==> src/rtl/mem_arb_pkg.sv <==
// mem_arb_pkg: shared encodings and default geometry for the main-memory arbiter.
//   state_e    : arbiter FSM states (IDLE, BURST, RESP)
//   gnt_e      : which cache owns the memory port (GNT_I, GNT_D)
//   BEAT_W     : beat index width for the default line size
//   LINE_OFF_W : byte-offset bits inside a default line (BEAT_W + 2)
package mem_arb_pkg;

  localparam int unsigned LINE_WORDS_DFLT = 4;
  localparam int unsigned BEAT_W          = $clog2(LINE_WORDS_DFLT);
  localparam int unsigned LINE_OFF_W      = BEAT_W + 2;

  typedef enum logic [1:0] {
    S_IDLE  = 2'd0,
    S_BURST = 2'd1,
    S_RESP  = 2'd2
  } state_e;

  typedef enum logic {
    GNT_I = 1'b0,
    GNT_D = 1'b1
  } gnt_e;

endpackage

==> src/rtl/mem_arb_beat_ctr.sv <==
// mem_arb_beat_ctr: beat counter for one cache-line burst.
//   clk_i  : clock
//   rst_i  : synchronous active-high reset
//   clr_i  : synchronous clear (wins over en_i)
//   en_i   : advance by one (wraps naturally at 2**W)
//   cnt_o  : current beat index
//   last_o : current beat is the final beat of the line
module mem_arb_beat_ctr #(
  parameter int unsigned W = 2
) (
  input  logic         clk_i,
  input  logic         rst_i,
  input  logic         clr_i,
  input  logic         en_i,
  output logic [W-1:0] cnt_o,
  output logic         last_o
);

  logic [W-1:0] cnt_q, cnt_d;

  always_comb begin
    cnt_d = cnt_q;
    if (clr_i)     cnt_d = '0;
    else if (en_i) cnt_d = cnt_q + W'(1);
  end

  always_ff @(posedge clk_i) begin
    if (rst_i) cnt_q <= '0;
    else       cnt_q <= cnt_d;
  end

  assign cnt_o  = cnt_q;
  // Line length is a power of two, so the last beat is the all-ones index.
  assign last_o = &cnt_q;

endmodule

==> src/rtl/mem_arbiter.sv <==
// mem_arbiter: shares one single-ported main memory between I-cache refills
// and D-cache refills/writebacks. Each grant runs a LINE_WORDS-beat burst.
//   clk, reset                  : clock, synchronous active-high reset
//   i_req/i_addr                : I-cache line fill request
//   i_rdata/i_rvalid/i_done     : I-cache fill data and completion pulse
//   d_req/d_we/d_addr/d_wdata   : D-cache fill (d_we=0) or writeback (d_we=1)
//   d_widx                      : beat index, lets the D-cache drive d_wdata
//   d_rdata/d_rvalid/d_done     : D-cache fill data and completion pulse
//   mem_req/mem_we/mem_addr/mem_wdata, mem_ack/mem_rdata : memory beat port
// Build option MEM_ARB_RR_EN: round-robin on simultaneous requests instead of
// fixed D-over-I priority.
module mem_arbiter
  import mem_arb_pkg::*;
#(
  parameter  int unsigned ADDR_W     = 32,
  parameter  int unsigned DATA_W     = 32,
  parameter  int unsigned LINE_WORDS = LINE_WORDS_DFLT,
  localparam int unsigned BW         = $clog2(LINE_WORDS)
) (
  input  logic              clk,
  input  logic              reset,
  input  logic              i_req,
  input  logic [ADDR_W-1:0] i_addr,
  output logic [DATA_W-1:0] i_rdata,
  output logic              i_rvalid,
  output logic              i_done,
  input  logic              d_req,
  input  logic              d_we,
  input  logic [ADDR_W-1:0] d_addr,
  input  logic [DATA_W-1:0] d_wdata,
  output logic [BW-1:0]     d_widx,
  output logic [DATA_W-1:0] d_rdata,
  output logic              d_rvalid,
  output logic              d_done,
  output logic              mem_req,
  output logic              mem_we,
  output logic [ADDR_W-1:0] mem_addr,
  output logic [DATA_W-1:0] mem_wdata,
  input  logic              mem_ack,
  input  logic [DATA_W-1:0] mem_rdata
);

  localparam int unsigned OFF_W = BW + 2;
  localparam logic [ADDR_W-1:0] LINE_MASK = ~ADDR_W'((64'd1 << OFF_W) - 64'd1);

  state_e            st_q, st_d;
  gnt_e              grant_q, grant_d, sel;
  logic [ADDR_W-1:0] base_q, base_d;
  logic              we_q, we_d;
  logic [BW-1:0]     beat;
  logic              beat_last;
  logic              start, in_burst, rd_beat;

  logic [DATA_W-1:0] i_rdata_q, d_rdata_q;
  logic              i_rvalid_q, d_rvalid_q;

  assign start    = (st_q == S_IDLE) && (i_req || d_req);
  assign in_burst = (st_q == S_BURST);
  assign rd_beat  = in_burst && mem_ack && !we_q;

  // Cleared every IDLE cycle so each burst starts at beat 0; the ack on the
  // last beat wraps it back to 0 on the way into RESP.
  mem_arb_beat_ctr #(.W(BW)) u_beat (
    .clk_i  (clk),
    .rst_i  (reset),
    .clr_i  (st_q == S_IDLE),
    .en_i   (in_burst && mem_ack),
    .cnt_o  (beat),
    .last_o (beat_last)
  );

  // ---- FSM: state register ----
  always_ff @(posedge clk) begin
    if (reset) st_q <= S_IDLE;
    else       st_q <= st_d;
  end

  // ---- FSM: next state ----
  always_comb begin
    st_d = st_q;
    case (st_q)
      S_IDLE:  if (i_req || d_req)       st_d = S_BURST;
      S_BURST: if (mem_ack && beat_last) st_d = S_RESP;
      S_RESP:                            st_d = S_IDLE;
      default:                           st_d = S_IDLE;
    endcase
  end

  // ---- FSM: outputs ----
  always_comb begin
    mem_req  = in_burst;
    mem_we   = in_burst && (grant_q == GNT_D) && we_q;
    mem_addr = in_burst ? (base_q + (ADDR_W'(beat) << 2)) : '0;
    i_done   = (st_q == S_RESP) && (grant_q == GNT_I);
    d_done   = (st_q == S_RESP) && (grant_q == GNT_D);
  end

  // ---- grant / burst context captured in IDLE ----
  always_comb begin
    sel     = d_req ? GNT_D : GNT_I;
`ifdef MEM_ARB_RR_EN
    // grant_q doubles as the last-grant record: it changes on every grant.
    if (i_req && d_req && (grant_q == GNT_D)) sel = GNT_I;
`endif
    grant_d = grant_q;
    base_d  = base_q;
    we_d    = we_q;
    if (start) begin
      grant_d = sel;
      base_d  = ((sel == GNT_D) ? d_addr : i_addr) & LINE_MASK;
      we_d    = (sel == GNT_D) && d_we;
    end
  end

  always_ff @(posedge clk) begin
    if (reset) begin
      grant_q <= GNT_I;
      base_q  <= '0;
      we_q    <= 1'b0;
    end else begin
      grant_q <= grant_d;
      base_q  <= base_d;
      we_q    <= we_d;
    end
  end

  // ---- read return: one cycle after each read ack ----
  always_ff @(posedge clk) begin
    if (reset) begin
      i_rdata_q  <= '0;
      d_rdata_q  <= '0;
      i_rvalid_q <= 1'b0;
      d_rvalid_q <= 1'b0;
    end else begin
      i_rvalid_q <= rd_beat && (grant_q == GNT_I);
      d_rvalid_q <= rd_beat && (grant_q == GNT_D);
      if (rd_beat && (grant_q == GNT_I)) i_rdata_q <= mem_rdata;
      if (rd_beat && (grant_q == GNT_D)) d_rdata_q <= mem_rdata;
    end
  end

  assign i_rdata   = i_rdata_q;
  assign i_rvalid  = i_rvalid_q;
  assign d_rdata   = d_rdata_q;
  assign d_rvalid  = d_rvalid_q;
  assign d_widx    = beat;
  assign mem_wdata = d_wdata;

endmodule

==> config.mk <==
export PLATFORM = sky130hd
export DESIGN_NAME = mem_arbiter
export DESIGN_NICKNAME = d
export VERILOG_FILES = /design/src/rtl/mem_arb_pkg.sv /design/src/rtl/mem_arb_beat_ctr.sv /design/src/rtl/mem_arbiter.sv
export SDC_FILE = /design/constraint.sdc
export NUM_CORES = 1
export LEC_CHECK = 0
export ABC_AREA = 1
export BUFFER_PORTS_ARGS = -buffer_cell sky130_fd_sc_hd__buf_2
export CAP_MARGIN = 20
export CELL_PAD_IN_SITES_DETAIL_PLACEMENT = 2
export CELL_PAD_IN_SITES_GLOBAL_PLACEMENT = 2
export CORE_MARGIN = 2
export CORE_UTILIZATION = 24
export CTS_CLUSTER_DIAMETER = 60
export DETAILED_ROUTE_END_ITERATION = 6
export GPL_TIMING_DRIVEN = 0
export PLACE_DENSITY = 0.86
export SLEW_MARGIN = 15
export SYNTH_ARGS = -nofsm -noshare
export SYNTH_HDL_FRONTEND = slang
export SYNTH_SLANG_ARGS = --single-unit
==> constraint.sdc <==
create_clock -name clk -period 1.75 [get_ports clk]
set_input_delay 0.35 -clock clk [delete_from_list [all_inputs] [get_ports clk]]
set_output_delay 0.35 -clock clk [all_outputs]
set_load 0.01 [all_outputs]
Word level (Yosys, flattened, before mapping). Cells that the tools add are included. Widths: inputs -> output; s select.

Bits of input ports: 134. Output and inout bits: 136. Flip-flop bits (word level): 100. Logic and storage cells: 39.

Multiplexer cells: 6. Equal/unequal tests: 4. Add/sub/neg operators: 2. Bitwise logic cells: 1. Reduce and logical (&&, ||, !) cells: 17.

Operators by type and width (count): $mux 32 (2); $add 32x4->32 (1); $logic_and 1x1->1 (11); $mux 2 (2); $pmux 2 s2 (1); $reduce_and 2->1 (2); $add 2x1->2 const B (1); $eq 2x1->1 const B (1); $eq 2x2->1 const B (1); $logic_not 2->1 (1); $ne 2x1->1 const B (1); $ne 2x2->1 const B (1); $reduce_or 2->1 (1); $logic_not 1->1 (1); $logic_or 1x1->1 (1); $mux 1 (1); $not 1->1 (1).

Depth between registers and ports, before layout.
Depth after elaboration: 4. Gate-level depth with buffers: 7. Gate-level depth less buffers: 6.

By module. From an unflattened synthesis, not the netlist that was laid out.

Cells, all modules: 866. Area total of the unflattened synthesis: 5318.9 µm².

Modules (own cells, without submodules): mem_arbiter (sequential area each 1961.9 µm², instances 1, area each 5223.8 µm², cells an instance 853); mem_arb_beat_ctr (sequential area each 40.0 µm², instances 1, area each 95.1 µm², cells an instance 13).

Worst setup path after synthesis. Ideal clock, no wire load.

Path kind: reg-to-output. Start point: register st_q[0]. End point: output port mem_addr[10]. Path buffers: 1. Required time: 1.400 ns. Setup slack: 0.292 ns. Cell stages (with the launch flop): 6. Data arrival time: 1.108 ns. Cells stage by stage: dfxtp_1 inv_2 nor2_8 inv_1 clkbuf_1 nor2_1.

Word-level cells in the longest chain between the ends: 2.

Ends and longest elaborated chain: start: declaration (line mem_arbiter.sv:46) `state_e st_q, st_d;`; start signal: assignment (line mem_arbiter.sv:75) `else st_q <= st_d;`; $eq 2x1->1 (line mem_arbiter.sv:58) `assign in_burst = (st_q == S_BURST);`; named net mem_req (line mem_arbiter.sv:35) `output logic mem_req,`; $mux 32 (line mem_arbiter.sv:93) `mem_addr = in_burst ? (base_q + (ADDR_W'(beat) << 2)) : '0;`; end: declaration (line mem_arbiter.sv:37) `output logic [ADDR_W-1:0] mem_addr,`.

The timed path passes the listed nets, and every way through them passes these cells.

Final worst setup path.
Start point: register st_q[0]. End point: output port mem_addr[26].

Word-level cells in the longest chain between the ends: 2.

Ends and longest elaborated chain (line): $eq 2x1->1 (mem_arbiter.sv:58); $mux 32 (mem_arbiter.sv:93).

No other way between the ends.

==> metrics list <==
- Setup repair after global routing could not meet its margin everywhere.
- At the end of the flow, the number of nets in the layout was 1,237.
- Of the total power, the share spent switching nets is 0.3090.
* Outcome: finished clean
* Post-synthesis instance area: 0.005373 mm²
- Of the cells placed in the final design, the portion with a size suffix greater than 1 is 0.3180.
* CP endpoint kind: output pin
- Distinct cell type count after synthesis: 26
- The average instance in the mapped netlist occupies 6.240 µm².
- Subtracting the final worst setup slack from the clock period gives 1.707 ns.
- Part of the total power dissipated in the clock network: 0.358
- Vias per inst: 4.174
- Number of flip-flops and latches in the synthesized netlist: 100
* Share of cell area taken by muxes after synthesis: 0
* Total number of placement rows: 54
* Count of endpoints failing hold in the final timing report: 0
- After synthesis, the cell types taking the most area are dfxtp_1 (37%), nand2_1 (14%), inv_1 (14%), nor2_1 (11%), nand3_1 (6.0%).
- The repair_antennas step left the layout with diodes totalling 0.
* Remaining number of nets flagged by the antenna check after routing: 0
* Highest-count cells in the layout ignoring fill and taps: buf_2 (237), nand2_1 (206), inv_1 (196)
- Data required time at the worst endpoint: 1.40 ns
- The library cell used most frequently in the layout, excluding fill and tap cells, is buf_2.
- Cell internal pwr: 4.070 mW
- Peak supply drop: 0.3351 mV
* Hold slack: 0.2520 ns
- Hold Crit Endpoint: we_q
- From bottom edge to top edge, the die measures 153.6 µm.
* Final routed DRC violation total: 0
- R2R Path End: i_rdata[28]
- Compared with the post-synthesis result, the final layout area differs by 36.28%.
* Pin count of the biggest net entering global routing: 18
- Dividing the final minimum period by the clock period gives 0.9755.
- For the final database, setup skew stands at 0.006094 ns.
- Starting utilization of the core area: 0.2454
- The compound-gate portion of the synthesized area came to 0.03354.
* Width of the chip: 153.6 µm
- The clock passes through at most 2 buffers.
- Combinational family with the most area after synthesis: simple AND/OR/NAND/NOR gates
- Number of CTS-inserted buffers: 9
* CTS tree: yes
- CTS root buffer: clkbuf_16
* Number of warnings reported in the yosys synthesis log: 0
* Crit Path Category: reg2out
- In this run the worst path has a maximum fanout of 10.
- Data on the critical path arrives at its endpoint at 1.36 ns.
- Power Dens Cells: 804.3 mW/mm²
* GPL Wtd Cong: 0.7715
* Standard cell core area: 0.02189 mm²
- Clock latency reported for the late side of the worst-skew pair: 0.35 ns
* Hold Path Cell Cnt: 3
* DR iter-0 viols: 128
- Measured in cells, the most critical reg-to-reg path has a length of 7.
- For this design the top-level I/O count stands at 270.
- Setup violations remaining at the end of the flow were counted as 0.
- For this run, the detailed router's first-pass iteration total came to 4.
* Critical Path, Cell by Cell: inv_2 -> nor2_8 -> inv_6 -> clkbuf_16 -> nor2_1 -> buf_2
* Launching element type of the critical path: flop
- Antenna violations before repair: 2
* Leading area contributor after synthesis: dfxtp_1
- Measured against its own limit, the worst slew margin works out to 0.6007.
- Count of max-cap constraint violations: 0
- During placement, the flow inserted port buffers numbering 227.
* Post-Synth Simple-Gate Area: 0.3479
- The share of total power dissipated in combinational logic is 0.217.
* Detailed-placement wirelength estimate: 15,600 µm
- In the global route stage, overall resource usage came out at 0.1698.
* Wire length per cell after detailed routing: 14.34 µm
* Flop2flop setup slack: 0.37 ns
- Count of clock tree sinks: 100
- The share of synthesized area in the top cell type comes to 0.3726.
- After clock tree synthesis, the clock-pin slew on the worst setup and hold paths is 0.07 ns.
- Utilization of the core after routing: 0.3345
- Cell at the slowest stage of the critical path: dfxtp_4
* Hold buffer count at cts: 0
- Setup Total Neg Slack: 0 ns
- Of the total synthesized cell area, the portion taken by full adders, half adders and majority gates is 0.002329.
- Cell leakage power: 4.157 nW
- Seq/Total Area, Yosys: 0.3726
- Largest stage delay on the critical path: 0.35 ns
- Routed via count: 5,790
- For this design the total switching power over the nets is 1.819 mW.
- The first global-routing pass estimated 32,290 µm of wire.
- The clock tree synthesis step divided the H-tree into 3 levels.
* Buf+Inv Stages, Crit Path: 4
* Overall routed net length: 19,880 µm
- The startpoint identified for the worst hold timing path is d_we.
- Number of global-route vias before repair: 6,353
- Gr ovfl total: 0
- Gate Count Post-Synth: 861
- The filler cells instantiated in the layout total 2,790.
- Parity-gate share of the synthesized area counting xor and xnor cells: 0
- Die Area: 0.02360 mm²
- Min-Delay Path Class: in2reg
* Reg power frac: 0.425
* Max Slew Vio Count: 0
- In this run the critical register-to-register path is launched from grant_q.
- For the pin with the worst max-slew slack, the measured transition is 0.5989 ns.
* Maximum operating frequency: 585.8 MHz
* Worst path top cell family by delay: buffers and inverters
- Total design power: 5.889 mW
-- power by group through the flow --
| stage | Combinational (mW) | Sequential (mW) | Clock, mW |
|---|---|---|---|
| after global routing | 1.46 | 2.52 | 2.28 |
| after global placement | 1.20 | 2.55 | 0 |
| final | 1.28 | 2.50 | 2.11 |
| after floorplan | 0.717 | 2.58 | 0 |
| after detailed placement | 1.24 | 2.56 | 0 |
| after CTS | 1.30 | 2.50 | 2.20 |
-- stage by stage --
step | setup slack [ns] | cell area [µm²] | cells
2_1_floorplan | 0.2916 | 5376 | 862
3_3_place_gp | -0.04356 | 6863 | 1369
3_5_place_dp | -0.03736 | 6863 | 1369
4_1_cts | 0.003863 | 7272 | 1387
5_1_grt | -0.01364 | 7322 | 1387
6_report | 0.04293 | 7322 | 1387
-- tightest hold or removal path: stages --
cell     delay [ns]
buf_2          0.10
nand2_1        0.06
a21oi_1        0.05
-- synth_stat cells (all sizes together) --
library cell and number:
ha 1, nor4 1, nand4 2, conb 1, a211oi 1, a21oi 4, nand2 216, buf 69
clkbuf 9, o21ai 29, dfxtp 100, o21bai 1, nor3 3, nand3 65, inv 200, nor2 159
-- registers in the layout (all words and copies together) (netlist names) --
register / flops
base_q: 28
d_rdata: 32
d_rvalid: 1
grant_q: 1
i_rdata: 32
i_rvalid: 1
st_q: 2
u_beat.cnt_o: 2
we_q: 1
-- cell type report --
class,count,area [µm²],area share
multi-input cells,484,2122,0.2898
flip-flops and latches,100,2008,0.2743
repair buffers,230,1176,0.1606
inverters,200,758.2,0.1036
plain buffers,77,608.1,0.08305
well taps,280,350.3,0.04785
clock buffers,9,225.2,0.03076
clock inverters,7,73.82,0.01008
-- metal layers --
layer | share of wire | GRT usage | wire length [µm]
met4 | 0.014 | 0.04980 | 286
met5 | 0.00055 | 0 | 11
met1 | 0.42 | 0.1967 | 8299
met3 | 0.056 | 0.04030 | 1119
met2 | 0.51 | 0.3096 | 10170
-- cells by family after synthesis --
group	count (synthesis)
AO/OA/AOI/OAI	35
adder cells (fa/ha/maj)	1
buffers and inverters	278
flip-flops	100
other	1
AND/OR/NAND/NOR	446
-- worst max-delay path by stage --
stage                        from           end  slack, ns  cells past startpoint
after floorplan           st_q[0]  mem_addr[10]       0.29                      5
after global placement    st_q[0]  mem_addr[20]      -0.04                      6
after detailed placement  st_q[0]  mem_addr[20]      -0.04                      6
after CTS                 st_q[0]  mem_addr[20]      0.004                      6
after global routing      st_q[0]  mem_addr[21]      -0.01                      6
final                     st_q[0]  mem_addr[26]       0.04                      6
-- repair_timing --
item	in CTS	in global routing
resized for setup	26	16
pin swaps	1	1
gates cloned	1	0
endpoints found under the hold margin	0	0
setup endpoints to repair	33	29
buffers inserted	2	0
Note: power is estimated with default switching activity, not from simulation.
